$ cat src/rtl/enc_repacker_if.sv
// enc_repacker_if: bundles the encoder-side input beat and the
// formatter-side request/response of enc_repacker.
//   master : drives enc_valid/enc_count/enc_last/enc_data and for_request,
//            observes enc_ready, for_valid/for_count/for_last/for_data,
//            buf_level (encoder core + serializer side, or a bench).
//   slave  : the repacker itself.
interface enc_repacker_if #(
  parameter int SYM_NUM   = 8,
  parameter int SYM_WIDTH = 8,
  parameter int BUF_SYM   = 24
);
  localparam int CW = $clog2(SYM_NUM + 1);
  localparam int LW = $clog2(BUF_SYM + 1);

  logic                         enc_valid;
  logic                         enc_ready;
  logic [CW-1:0]                enc_count;
  logic                         enc_last;
  logic [SYM_NUM*SYM_WIDTH-1:0] enc_data;
  logic [CW-1:0]                for_request;
  logic                         for_valid;
  logic [CW-1:0]                for_count;
  logic                         for_last;
  logic [SYM_NUM*SYM_WIDTH-1:0] for_data;
  logic [LW-1:0]                buf_level;

  modport master (
    output enc_valid, enc_count, enc_last, enc_data, for_request,
    input  enc_ready, for_valid, for_count, for_last, for_data, buf_level
  );

  modport slave (
    input  enc_valid, enc_count, enc_last, enc_data, for_request,
    output enc_ready, for_valid, for_count, for_last, for_data, buf_level
  );
endinterface

$ cat src/rtl/enc_repacker.sv
// enc_repacker: symbol FIFO-shifter between the RS encoder core and the
// output serializer. Accepts variable-count symbol beats, hands out exactly
// the number of symbols requested each cycle (unused lanes zero), tracks the
// frame end and flushes a short final beat.
// Ports:
//   clk    : rising-edge clock
//   rst_n  : asynchronous active-low reset (clears buffer and frame state)
//   bus    : enc_repacker_if.slave
//            enc_valid/enc_ready/enc_count/enc_last/enc_data  input beats
//            for_request -> for_valid/for_count/for_last/for_data  output
//            buf_level  registered occupancy in symbols
// Lane 0 is the oldest symbol on every bus and in the buffer (LSBs).
module enc_repacker #(
  parameter int SYM_NUM   = 8,
  parameter int SYM_WIDTH = 8,
  parameter int BUF_SYM   = 24
) (
  input  logic          clk,
  input  logic          rst_n,
  enc_repacker_if.slave bus
);
  localparam int CW = $clog2(SYM_NUM + 1);
  localparam int LW = $clog2(BUF_SYM + 1);
  localparam int DW = SYM_NUM * SYM_WIDTH;
  localparam int BW = BUF_SYM * SYM_WIDTH;

  // Registered state
  logic [BW-1:0] buf_r;
  logic [LW-1:0] level_r;
  logic          last_pend_r;
  logic [LW-1:0] last_pos_r;

  // Combinational signals
  logic [CW-1:0] req_s;
  logic [CW-1:0] cnt_s;
  logic          ready_s;
  logic          out_valid_s;
  logic [CW-1:0] out_count_s;
  logic          out_last_s;
  logic [DW-1:0] out_data_s;
  logic          push_s;
  logic [CW-1:0] push_n_s;
  logic [CW-1:0] pop_n_s;
  logic [LW-1:0] keep_s;
  logic [DW-1:0] push_data_s;
  logic [BW-1:0] keep_mask_s;
  logic [BW-1:0] buf_next_s;
  logic [LW-1:0] level_next_s;
  logic          last_pend_next_s;
  logic [LW-1:0] last_pos_next_s;

  // Clamp request and input count to the lane count.
  always_comb begin
    req_s = bus.for_request;
    cnt_s = bus.enc_count;
    if (bus.for_request > CW'(SYM_NUM)) begin
      req_s = CW'(SYM_NUM);
    end else begin
      req_s = bus.for_request;
    end
    if (bus.enc_count > CW'(SYM_NUM)) begin
      cnt_s = CW'(SYM_NUM);
    end else begin
      cnt_s = bus.enc_count;
    end
  end

  // Ready depends only on registered state: room for a whole beat and no
  // frame end still waiting to drain (one frame in the buffer at a time).
  assign ready_s = rst_n && !last_pend_r &&
                   ((LW'(BUF_SYM) - level_r) >= LW'(SYM_NUM));

  // Output selection: a full request if enough symbols are buffered,
  // otherwise flush what is left of a terminated frame.
  always_comb begin
    out_valid_s = 1'b0;
    out_count_s = '0;
    out_last_s  = 1'b0;
    if ((req_s != '0) && (level_r >= LW'(req_s))) begin
      out_valid_s = 1'b1;
      out_count_s = req_s;
      out_last_s  = last_pend_r && (last_pos_r == LW'(req_s));
    end else if (last_pend_r && (level_r < LW'(req_s))) begin
      // level_r < req_s <= SYM_NUM, so the narrowing is lossless; an empty
      // terminator yields a zero-count beat carrying only for_last.
      out_valid_s = 1'b1;
      out_count_s = CW'(level_r);
      out_last_s  = 1'b1;
    end else begin
      out_valid_s = 1'b0;
      out_count_s = '0;
      out_last_s  = 1'b0;
    end
  end

  // Present the oldest symbols, zeroing lanes beyond the delivered count.
  always_comb begin
    out_data_s = '0;
    for (int i = 0; i < SYM_NUM; i++) begin
      if (CW'(i) < out_count_s) begin
        out_data_s[i*SYM_WIDTH +: SYM_WIDTH] = buf_r[i*SYM_WIDTH +: SYM_WIDTH];
      end else begin
        out_data_s[i*SYM_WIDTH +: SYM_WIDTH] = {SYM_WIDTH{1'b0}};
      end
    end
  end

  assign push_s   = bus.enc_valid && ready_s;
  assign push_n_s = push_s ? cnt_s : '0;
  assign pop_n_s  = out_valid_s ? out_count_s : '0;
  assign keep_s   = level_r - LW'(pop_n_s);

  // Mask incoming lanes past the push count and build the keep window.
  always_comb begin
    push_data_s = '0;
    keep_mask_s = '0;
    for (int i = 0; i < SYM_NUM; i++) begin
      if (CW'(i) < push_n_s) begin
        push_data_s[i*SYM_WIDTH +: SYM_WIDTH] = bus.enc_data[i*SYM_WIDTH +: SYM_WIDTH];
      end else begin
        push_data_s[i*SYM_WIDTH +: SYM_WIDTH] = {SYM_WIDTH{1'b0}};
      end
    end
    for (int j = 0; j < BUF_SYM; j++) begin
      if (LW'(j) < keep_s) begin
        keep_mask_s[j*SYM_WIDTH +: SYM_WIDTH] = {SYM_WIDTH{1'b1}};
      end else begin
        keep_mask_s[j*SYM_WIDTH +: SYM_WIDTH] = {SYM_WIDTH{1'b0}};
      end
    end
  end

  // Shift out popped symbols and append the new beat right behind the
  // survivors, so simultaneous push/pop keeps symbol order.
  assign buf_next_s = ((buf_r >> (int'(pop_n_s) * SYM_WIDTH)) & keep_mask_s) |
                      (BW'(push_data_s) << (int'(keep_s) * SYM_WIDTH));
  assign level_next_s = keep_s + LW'(push_n_s);

  // Frame-end tracking: last_pos follows the final symbol as the head moves.
  always_comb begin
    last_pend_next_s = last_pend_r;
    last_pos_next_s  = last_pos_r;
    if (push_s && bus.enc_last) begin
      last_pend_next_s = 1'b1;
      last_pos_next_s  = level_next_s;
    end else if (last_pend_r) begin
      last_pos_next_s = last_pos_r - LW'(pop_n_s);
      if (out_last_s) begin
        last_pend_next_s = 1'b0;
      end else begin
        last_pend_next_s = 1'b1;
      end
    end else begin
      last_pend_next_s = last_pend_r;
      last_pos_next_s  = last_pos_r;
    end
  end

  // State registers with asynchronous clear.
  always_ff @(posedge clk or negedge rst_n) begin
    if (!rst_n) begin
      buf_r       <= '0;
      level_r     <= '0;
      last_pend_r <= 1'b0;
      last_pos_r  <= '0;
    end else begin
      buf_r       <= buf_next_s;
      level_r     <= level_next_s;
      last_pend_r <= last_pend_next_s;
      last_pos_r  <= last_pos_next_s;
    end
  end

  assign bus.enc_ready = ready_s;
  assign bus.for_valid = out_valid_s;
  assign bus.for_count = out_count_s;
  assign bus.for_last  = out_last_s;
  assign bus.for_data  = out_data_s;
  assign bus.buf_level = level_r;

endmodule
$ cat src/flat_wrapper.sv
// flat-port wrapper written by rule: the top's interface ports become plain ports
module enc_repacker_flat 
#(
  parameter int SYM_NUM   = 8,
  parameter int SYM_WIDTH = 8,
  parameter int BUF_SYM   = 24
)
  (clk, rst_n, bus_enc_valid, bus_enc_count, bus_enc_last, bus_enc_data, bus_for_request, bus_enc_ready, bus_for_valid, bus_for_count, bus_for_last, bus_for_data, bus_buf_level);
  enc_repacker_if #(.SYM_NUM(SYM_NUM), .SYM_WIDTH(SYM_WIDTH), .BUF_SYM(BUF_SYM)) bus_i ();
  input  logic clk;
  input  logic rst_n;
  input wire logic [$bits(bus_i.enc_valid)-1:0] bus_enc_valid;
  input wire logic [$bits(bus_i.enc_count)-1:0] bus_enc_count;
  input wire logic [$bits(bus_i.enc_last)-1:0] bus_enc_last;
  input wire logic [$bits(bus_i.enc_data)-1:0] bus_enc_data;
  input wire logic [$bits(bus_i.for_request)-1:0] bus_for_request;
  output wire logic [$bits(bus_i.enc_ready)-1:0] bus_enc_ready;
  output wire logic [$bits(bus_i.for_valid)-1:0] bus_for_valid;
  output wire logic [$bits(bus_i.for_count)-1:0] bus_for_count;
  output wire logic [$bits(bus_i.for_last)-1:0] bus_for_last;
  output wire logic [$bits(bus_i.for_data)-1:0] bus_for_data;
  output wire logic [$bits(bus_i.buf_level)-1:0] bus_buf_level;
  assign bus_i.enc_valid = bus_enc_valid;
  assign bus_i.enc_count = bus_enc_count;
  assign bus_i.enc_last = bus_enc_last;
  assign bus_i.enc_data = bus_enc_data;
  assign bus_i.for_request = bus_for_request;
  assign bus_enc_ready = bus_i.enc_ready;
  assign bus_for_valid = bus_i.for_valid;
  assign bus_for_count = bus_i.for_count;
  assign bus_for_last = bus_i.for_last;
  assign bus_for_data = bus_i.for_data;
  assign bus_buf_level = bus_i.buf_level;
  enc_repacker #(.SYM_NUM(SYM_NUM), .SYM_WIDTH(SYM_WIDTH), .BUF_SYM(BUF_SYM)) u_core (.clk(clk), .rst_n(rst_n), .bus(bus_i));
endmodule
$ cat config.mk
export PLATFORM = sky130hd
export DESIGN_NAME = enc_repacker_flat
export DESIGN_NICKNAME = d
export VERILOG_FILES = /design/src/rtl/enc_repacker_if.sv /design/src/rtl/enc_repacker.sv /design/src/flat_wrapper.sv
export SDC_FILE = /design/constraint.sdc
export NUM_CORES = 1
export LEC_CHECK = 0
export ABC_AREA = 0
export CAP_MARGIN = 5
export CORE_MARGIN = 3
export CORE_UTILIZATION = 30
export CTS_CLUSTER_DIAMETER = 200
export DETAILED_ROUTE_END_ITERATION = 10
export GPL_TIMING_DRIVEN = 1
export PLACE_DENSITY = 0.55
export SYNTH_ARGS = -nofsm -noshare
export SYNTH_HDL_FRONTEND = slang
export SYNTH_SLANG_ARGS = --single-unit
export TNS_END_PERCENT = 10
$ cat constraint.sdc
create_clock -name clk -period 10.5 [get_ports clk]
set_clock_uncertainty 0.1 [all_clocks]
set_input_delay 1.05 -clock clk [delete_from_list [all_inputs] [get_ports clk]]
set_output_delay 1.05 -clock clk [all_outputs]
set_load 0.01 [all_outputs]
==> results of run 1 <==
==> area by class of cell <==
class | count | area [um^2] | share of cell area [%]
multi-input combinational | 1997 | 13500 | 59.8
sequential | 203 | 5080 | 22.5
timing repair buffer | 216 | 2010 | 8.93
tap | 846 | 1060 | 4.70
clock buffer | 36 | 737 | 3.27
inverter | 29 | 110 | 0.488
clock inverter | 6 | 57.6 | 0.255
antenna | 1 | 2.50 | 0.0111
==> state kept, by name, summed over array words and instances, names as in the netlist <==
| signal | flops |
|---|---|
| u_core.buf_r | 192 |
| u_core.bus.buf_level | 5 |
| u_core.last_pend_r | 1 |
| u_core.last_pos_r | 5 |
==> stage by stage <==
step / area [um^2] / setup slack (ps) / utilization [%] / hold slack (ps) / instances
after detailed placement: 21700 / 2250 / 34.1 / 456 / 3289
after global routing: 22500 / 2320 / 35.4 / 507 / 3333
after CTS: 22500 / 2840 / 35.4 / 471 / 3331
final: 22500 / 2520 / 35.4 / 433 / 3334
after global placement: 21700 / 2440 / 34.1 / 425 / 3289
after floorplan: 19500 / 4310 / - / 395 / 2435
==> logic make-up after synthesis <==
logic type / count (synthesis) / synth area share, %
AO/OA/AOI/OAI: 898 / 33.4
XOR/XNOR: 12 / 0.540
adder cells (fa/ha/maj): 20 / 1.40
buffers and inverters: 235 / 5.10
flip-flops: 203 / 26.1
multiplexers: 259 / 13.6
AND/OR/NAND/NOR: 808 / 19.8
==> critical path, delay by kind of cell <==
| family | cells | cell delay [ps] |
|---|---|---|
| compound gates | 3 | 1740 |
| xor+xnor | 1 | 170 |
| fa+ha+maj | 2 | 930 |
| buf+inv | 7 | 2710 |
| simple gates | 6 | 1630 |
==> metal layers <==
layer  vias up  track usage (%)
met5         -                0
met4         4             8.04
met3       266             12.1
met2      1892             46.0
met1     11149             45.8
li1       9533                -
==> cells in the final DEF, fill, tap and decap left out, drive strengths merged, types with 19 or more instances in the layout <==
| cell | instances |
|---|---|
| a22oi | 127 |
| mux2i | 225 |
| nand2 | 294 |
| buf | 64 |
| nand3 | 186 |
| o21ai | 153 |
| a22o | 48 |
| mux2 | 33 |
| a221oi | 19 |
| and3 | 55 |
| nor2b | 20 |
| a211oi | 27 |
| inv | 28 |
| a21o | 26 |
| a221o | 40 |
| o22ai | 50 |
| and2 | 71 |
| clkbuf | 38 |
| o221ai | 31 |
| clkdlybuf4s50 | 150 |
| a32oi | 22 |
| a211o | 24 |
| a21oi | 97 |
| nor3 | 25 |
| a222oi | 22 |
| o211ai | 63 |
| nor2 | 110 |
| a31oi | 37 |
| dfrtp | 203 |
==> worst max-delay path by stage <==
stage                                  start  slack (ps)                    to
after floorplan           bus_for_request[1]        4310  u_core.last_pos_r[4]
after global placement    bus_for_request[3]        2440      u_core.buf_r[39]
after detailed placement  bus_for_request[3]        2250      u_core.buf_r[39]
after CTS                 bus_for_request[3]        2840      u_core.buf_r[39]
after global routing      bus_for_request[3]        2320      u_core.buf_r[39]
final                     bus_for_request[3]        2520      u_core.buf_r[39]
==> summary.txt, run 1 <==
Timing
  • Setup_tns: 0 ps
  • Unrepaired setup endpoints after global routing: false
  • Final period util: 76.0%
  • Worst-margin pin slew: 1540 ps
  • Final Critical Period: 7980 ps
  • Final hold viol count: 0
  • Setup violators final: 0
  • Final Max Slew Viols: 6
  • Max Fclk: 0.125 GHz
  • Rel. slew slack: -2.53%

Yosys
  • Asr flop ratio synth: 100%
  • Most common cell in the netlist: nand2_1
  • Sequential element share of the synthesized area: 26.1%
  • Post-synth top cells: 294 x nand2_1, 225 x mux2i_1, 203 x dfrtp_1
  • Syn nets: 2531
  • Synth area leaders: dfrtp_1 26%, mux2i_1 12%, nand2_1 5.7%, a22oi_1 4.9%, nand3_1 4.8%
  • Average size of a mapped cell: 7.99 um^2
  • Main synth FF type: dfrtp_1
  • Netlist Area Pre-Place: 19500 um^2
  • Cell taking the most area after synthesis: dfrtp_1
  • Synth unique cells: 79
  • Cells after synthesis: 2435
  • Number of synthesized flops with an enable pin: 0
  • Yosys warns: 0
  • Synthesis-stage register bit count: 203
  • Top cell type's share of synthesized area: 26.1%

Worst hold path
  • Worst min path class: in2async

Clocking
  • CTS sink count: 203
  • CTS buffer count: 25
  • Post-CTS setup buffers: 0
  • Hold Buf Count CTS: 0
  • Clk pin slew, worst setup/hold paths: 60 ps
  • Worst skew pair latency: 570 ps
  • CTS tree: done
  • CTS root buffer: clkbuf_16
  • CTS resizes: 0
  • Htree depth: 1
  • Bufs on Longest Clock Path: 3

Place
  • DP HPWL: 85400 um
  • IO Port Bufs: 151
  • RePlAce Congestion: 1.03

Critical path
  • R2R depth: 17
  • Critical path data required time: 10850 ps
  • CP max stage delay: 1020 ps
  • Reg2reg start: u_core.bus.buf_level[0]
  • Startpoint types: input port
  • Worst reg2reg endpoint: u_core.buf_r[39]
  • Crit path DAT: 8320 ps
  • Crit-path max FO: 39
  • Slowest CP cell: a211oi_1
  • Critical Path, Cell by Cell: clkdlybuf4s50_1 -> nor2b_1 -> inv_1 -> ha_1 -> nor2b_1 -> o31ai_4 -> nand2_1 -> nand2_2 -> buf_4 -> clkinv_2 -> ha_1 -> xnor2_2 -> buf_4 -> inv_2 -> buf_4 -> a211oi_1 -> nor2b_1 -> and2_1 -> a2111o_1
  • Crit. End Element: flop
  • FF-to-FF setup slack: 3520 ps
  • Worst Setup Path Type: in2reg

GRT
  • GRT Util Overall: 32.4%
  • First-pass GRT wire length: 162000 um
  • Initial antenna violation count: 2
  • Largest net degree at the start of global routing: 171
  • Vias in the first global route: 21249
  • Overflow after GRT: 0

Route
  • DRT Pass-1 Iters: 7
  • DRT met1 WL: 48800 um
  • Vias: 22844
  • First DRT Iteration DRCs: 3708
  • Vias per Instance: 6.85
  • Wire length on met3: 15900 um
  • Drt wl/cell: 34.3 um
  • DRC viols: 0
  • Metal2 WL: 46200 um
  • Highest routed layer: met5
  • Routed wire length: 114000 um
  • DRT antenna net count: 0

Floorplan
  • Die ar.: 68000 um^2
  • IO Pins: 152
  • Die Wd: 261 um
  • Core ar.: 63700 um^2
  • Site row count: 92
  • Initial core utilization: 30.6%
  • Die H: 261 um

Status
  • Status: finished, violations left
  • Failing checks: slew limit

Layout
  • Fillcell total: 6570
  • Area grow syn2layout: 15.8%
  • Final nets: 2568
  • Layout cell share with drive strength beyond 1: 7.40%

Run
  • Max_cap viols: 0
Power of run 1 is not shown: default switching activity piles up to over one toggle a cycle in this logic, so the estimate is an artifact.
==> inputs of run 2 (changes only) <==
- clock period: 10.5 -> 8.3 ns (I/O delays scaled with it)
==> run 2 against run 1 <==
The run still ends with slew limit left. Non-clock buffer count up 8. Sequential cell count unchanged. Global-route usage shrank 0.38 points. Die area unchanged. Worst hold slack worse by 310 ps. Setup slack worse by 1100 ps. Sequential share of layout area decreased by 0.19 points. Clock-buffer cell count up 2. Final cell count grew 0.36%.
==> summary.txt, run 2 (same netlist as run 1, synthesis figures left out) <==
Status
  • Status: finished, violations left
  • Failing checks: slew limit

Clocking
  • Post-CTS setup buffers: 0 (unchanged)
  • CTS root buffer: clkbuf_16
  • CTS resizes: 0 (unchanged)
  • Hold Buf Count CTS: 0 (unchanged)
  • Bufs on Longest Clock Path: 3 (unchanged)
  • CTS tree: done
  • Htree depth: 1 (unchanged)
  • Worst skew pair latency: 580 ps (about the same)
  • Clk pin slew, worst setup/hold paths: 60 ps (about the same)
  • CTS sink count: 203 (unchanged)
  • CTS buffer count: 26 (+4.0%)

Worst hold path
  • Worst min path class: in2async

GRT
  • GRT Util Overall: 32.0% (-0.38 points)
  • Initial antenna violation count: 0 (-2)
  • Overflow after GRT: 0 (unchanged)
  • Largest net degree at the start of global routing: 142 (-17%)
  • Vias in the first global route: 21258 (+0.042%)
  • First-pass GRT wire length: 160000 um (-0.97%)

Critical path
  • Crit-path max FO: 25 (-36%)
  • Critical path data required time: 7370 ps (-3480 ps)
  • Startpoint types: input port
  • Worst setup startpoint: bus_for_request[3]
  • Reg2reg start: u_core.bus.buf_level[0]
  • Crit path DAT: 5960 ps (-2360 ps)
  • Crit. End Element: output port
  • Worst Setup Path Type: in2out
  • R2R depth: 16 (-1)

Timing
  • Hold WS: 123 ps (-310 ps)
  • Rel. slew slack: -1.42% (+1.1 points)
  • Final hold viol count: 0 (unchanged)
  • Max Fclk: 0.145 GHz
  • Unrepaired setup endpoints after global routing: false
  • Final period util: 83.0%
  • Setup violators final: 0 (unchanged)
  • Setup_tns: 0 ps (unchanged)
  • Final Max Slew Viols: 3 (-3)
  • Final Critical Period: 6890 ps
  • Worst-margin pin slew: 1520 ps (-16.7 ps)

Route
  • Vias per Instance: 6.85 (about the same)
  • First DRT Iteration DRCs: 3585 (-3.3%)
  • Routed wire length: 112000 um (-1.5%)
  • Drt wl/cell: 33.6 um (-1.9%)
  • Vias: 22907 (+0.28%)
  • DRT Pass-1 Iters: 9 (+2)
  • DRC viols: 0 (unchanged)
  • DRT antenna net count: 0 (unchanged)

Floorplan
  • Core ar.: 63700 um^2 (unchanged)
  • Die H: 261 um (unchanged)
  • Initial core utilization: 30.6% (unchanged)
  • Die ar.: 68000 um^2 (unchanged)
  • Site row count: 92 (unchanged)
  • IO Pins: 152 (unchanged)
  • Die Wd: 261 um (unchanged)

Layout
  • Largest register FFs: 192 (unchanged)
  • Layout Utilization: 35.7% (+0.31 points)
  • Largest Register: u_core.buf_r
  • Commonest cells after routing, fill and taps aside: 293 x nand2_1, 225 x mux2i_1, 203 x dfrtp_1
  • Diode count: 0 (-1)
  • Area grow syn2layout: 16.9%
  • Final nets: 2577 (+0.35%)
  • Layout cell share with drive strength beyond 1: 7.76% (+0.36 points)
  • Most common cell after layout, fill and taps aside: nand2_1

Run
  • Max_cap viols: 0 (unchanged)

Place
  • RePlAce Congestion: 1.01 (-1.7%)
  • DP HPWL: 84300 um (-1.2%)
  • IO Port Bufs: 151 (unchanged)
-- run 2: cell types whose count changed in the layout (fill, tap and decap cells not counted), sizes merged --
cell,previous run,this run
clkbuf,38,39
bufinv,1,4
clkinvlp,1,0
buf,64,73
diode,1,0
clkinv,5,6
-- run 2: final timing paths --
kind / to / slack, ps
setup / recovery: bus_for_data[49] / 1410
hold / removal: u_core.last_pos_r[2] / 120
setup reg to reg: u_core.buf_r[181] / 2190
hold reg to reg: u_core.last_pos_r[1] / 450
max in group asynchronous: u_core.buf_r[93] / 6640
min in group clk: u_core.last_pos_r[1] / 450
-- run 2: metal layers --
metal  wire length (um)  global-route usage (%)  vias to the layer above  share of wire, %
met5                  0                       0                        -                 0
met4               2940                    7.79                        0               2.6
li1                   -                       -                     9573                 -
met3              15800                    10.2                      199                14
met1              48500                    46.8                    11213                43
met2              45200                    44.9                     1922                40
-- run 2: area by class of cell --
type                    count  area [um^2]
well taps                 846         1060
flip-flops and latches    203         5080
repair buffers            224         2090
clock buffers              38          777
fillers                  6592        40900
multi-input cells        1997        13500
inverters                  29          110
clock inverters             9          149
-- run 2: worst max-delay path, stage by stage --
cell,delay (ps)
clkdlybuf4s50_1,570
nor2b_1,450
inv_1,90
ha_1,300
nor2b_1,170
o31ai_4,350
nand3_1,280
and2_4,310
inv_2,520
nand2_1,620
o21ai_0,500
buf_4,220
and2_1,160
clkdlybuf4s50_1,540
-- run 2: through the flow --
step	instance area [um^2]	worst slack, ps	std cells
2_1_floorplan	19500	2330	2435
4_1_cts	22700	1410	3346
6_report	22700	1410	3346
5_1_grt	22700	1190	3346
3_3_place_gp	21800	1250	3299
3_5_place_dp	21800	1170	3299
Power of run 2 is left out for the same reason.
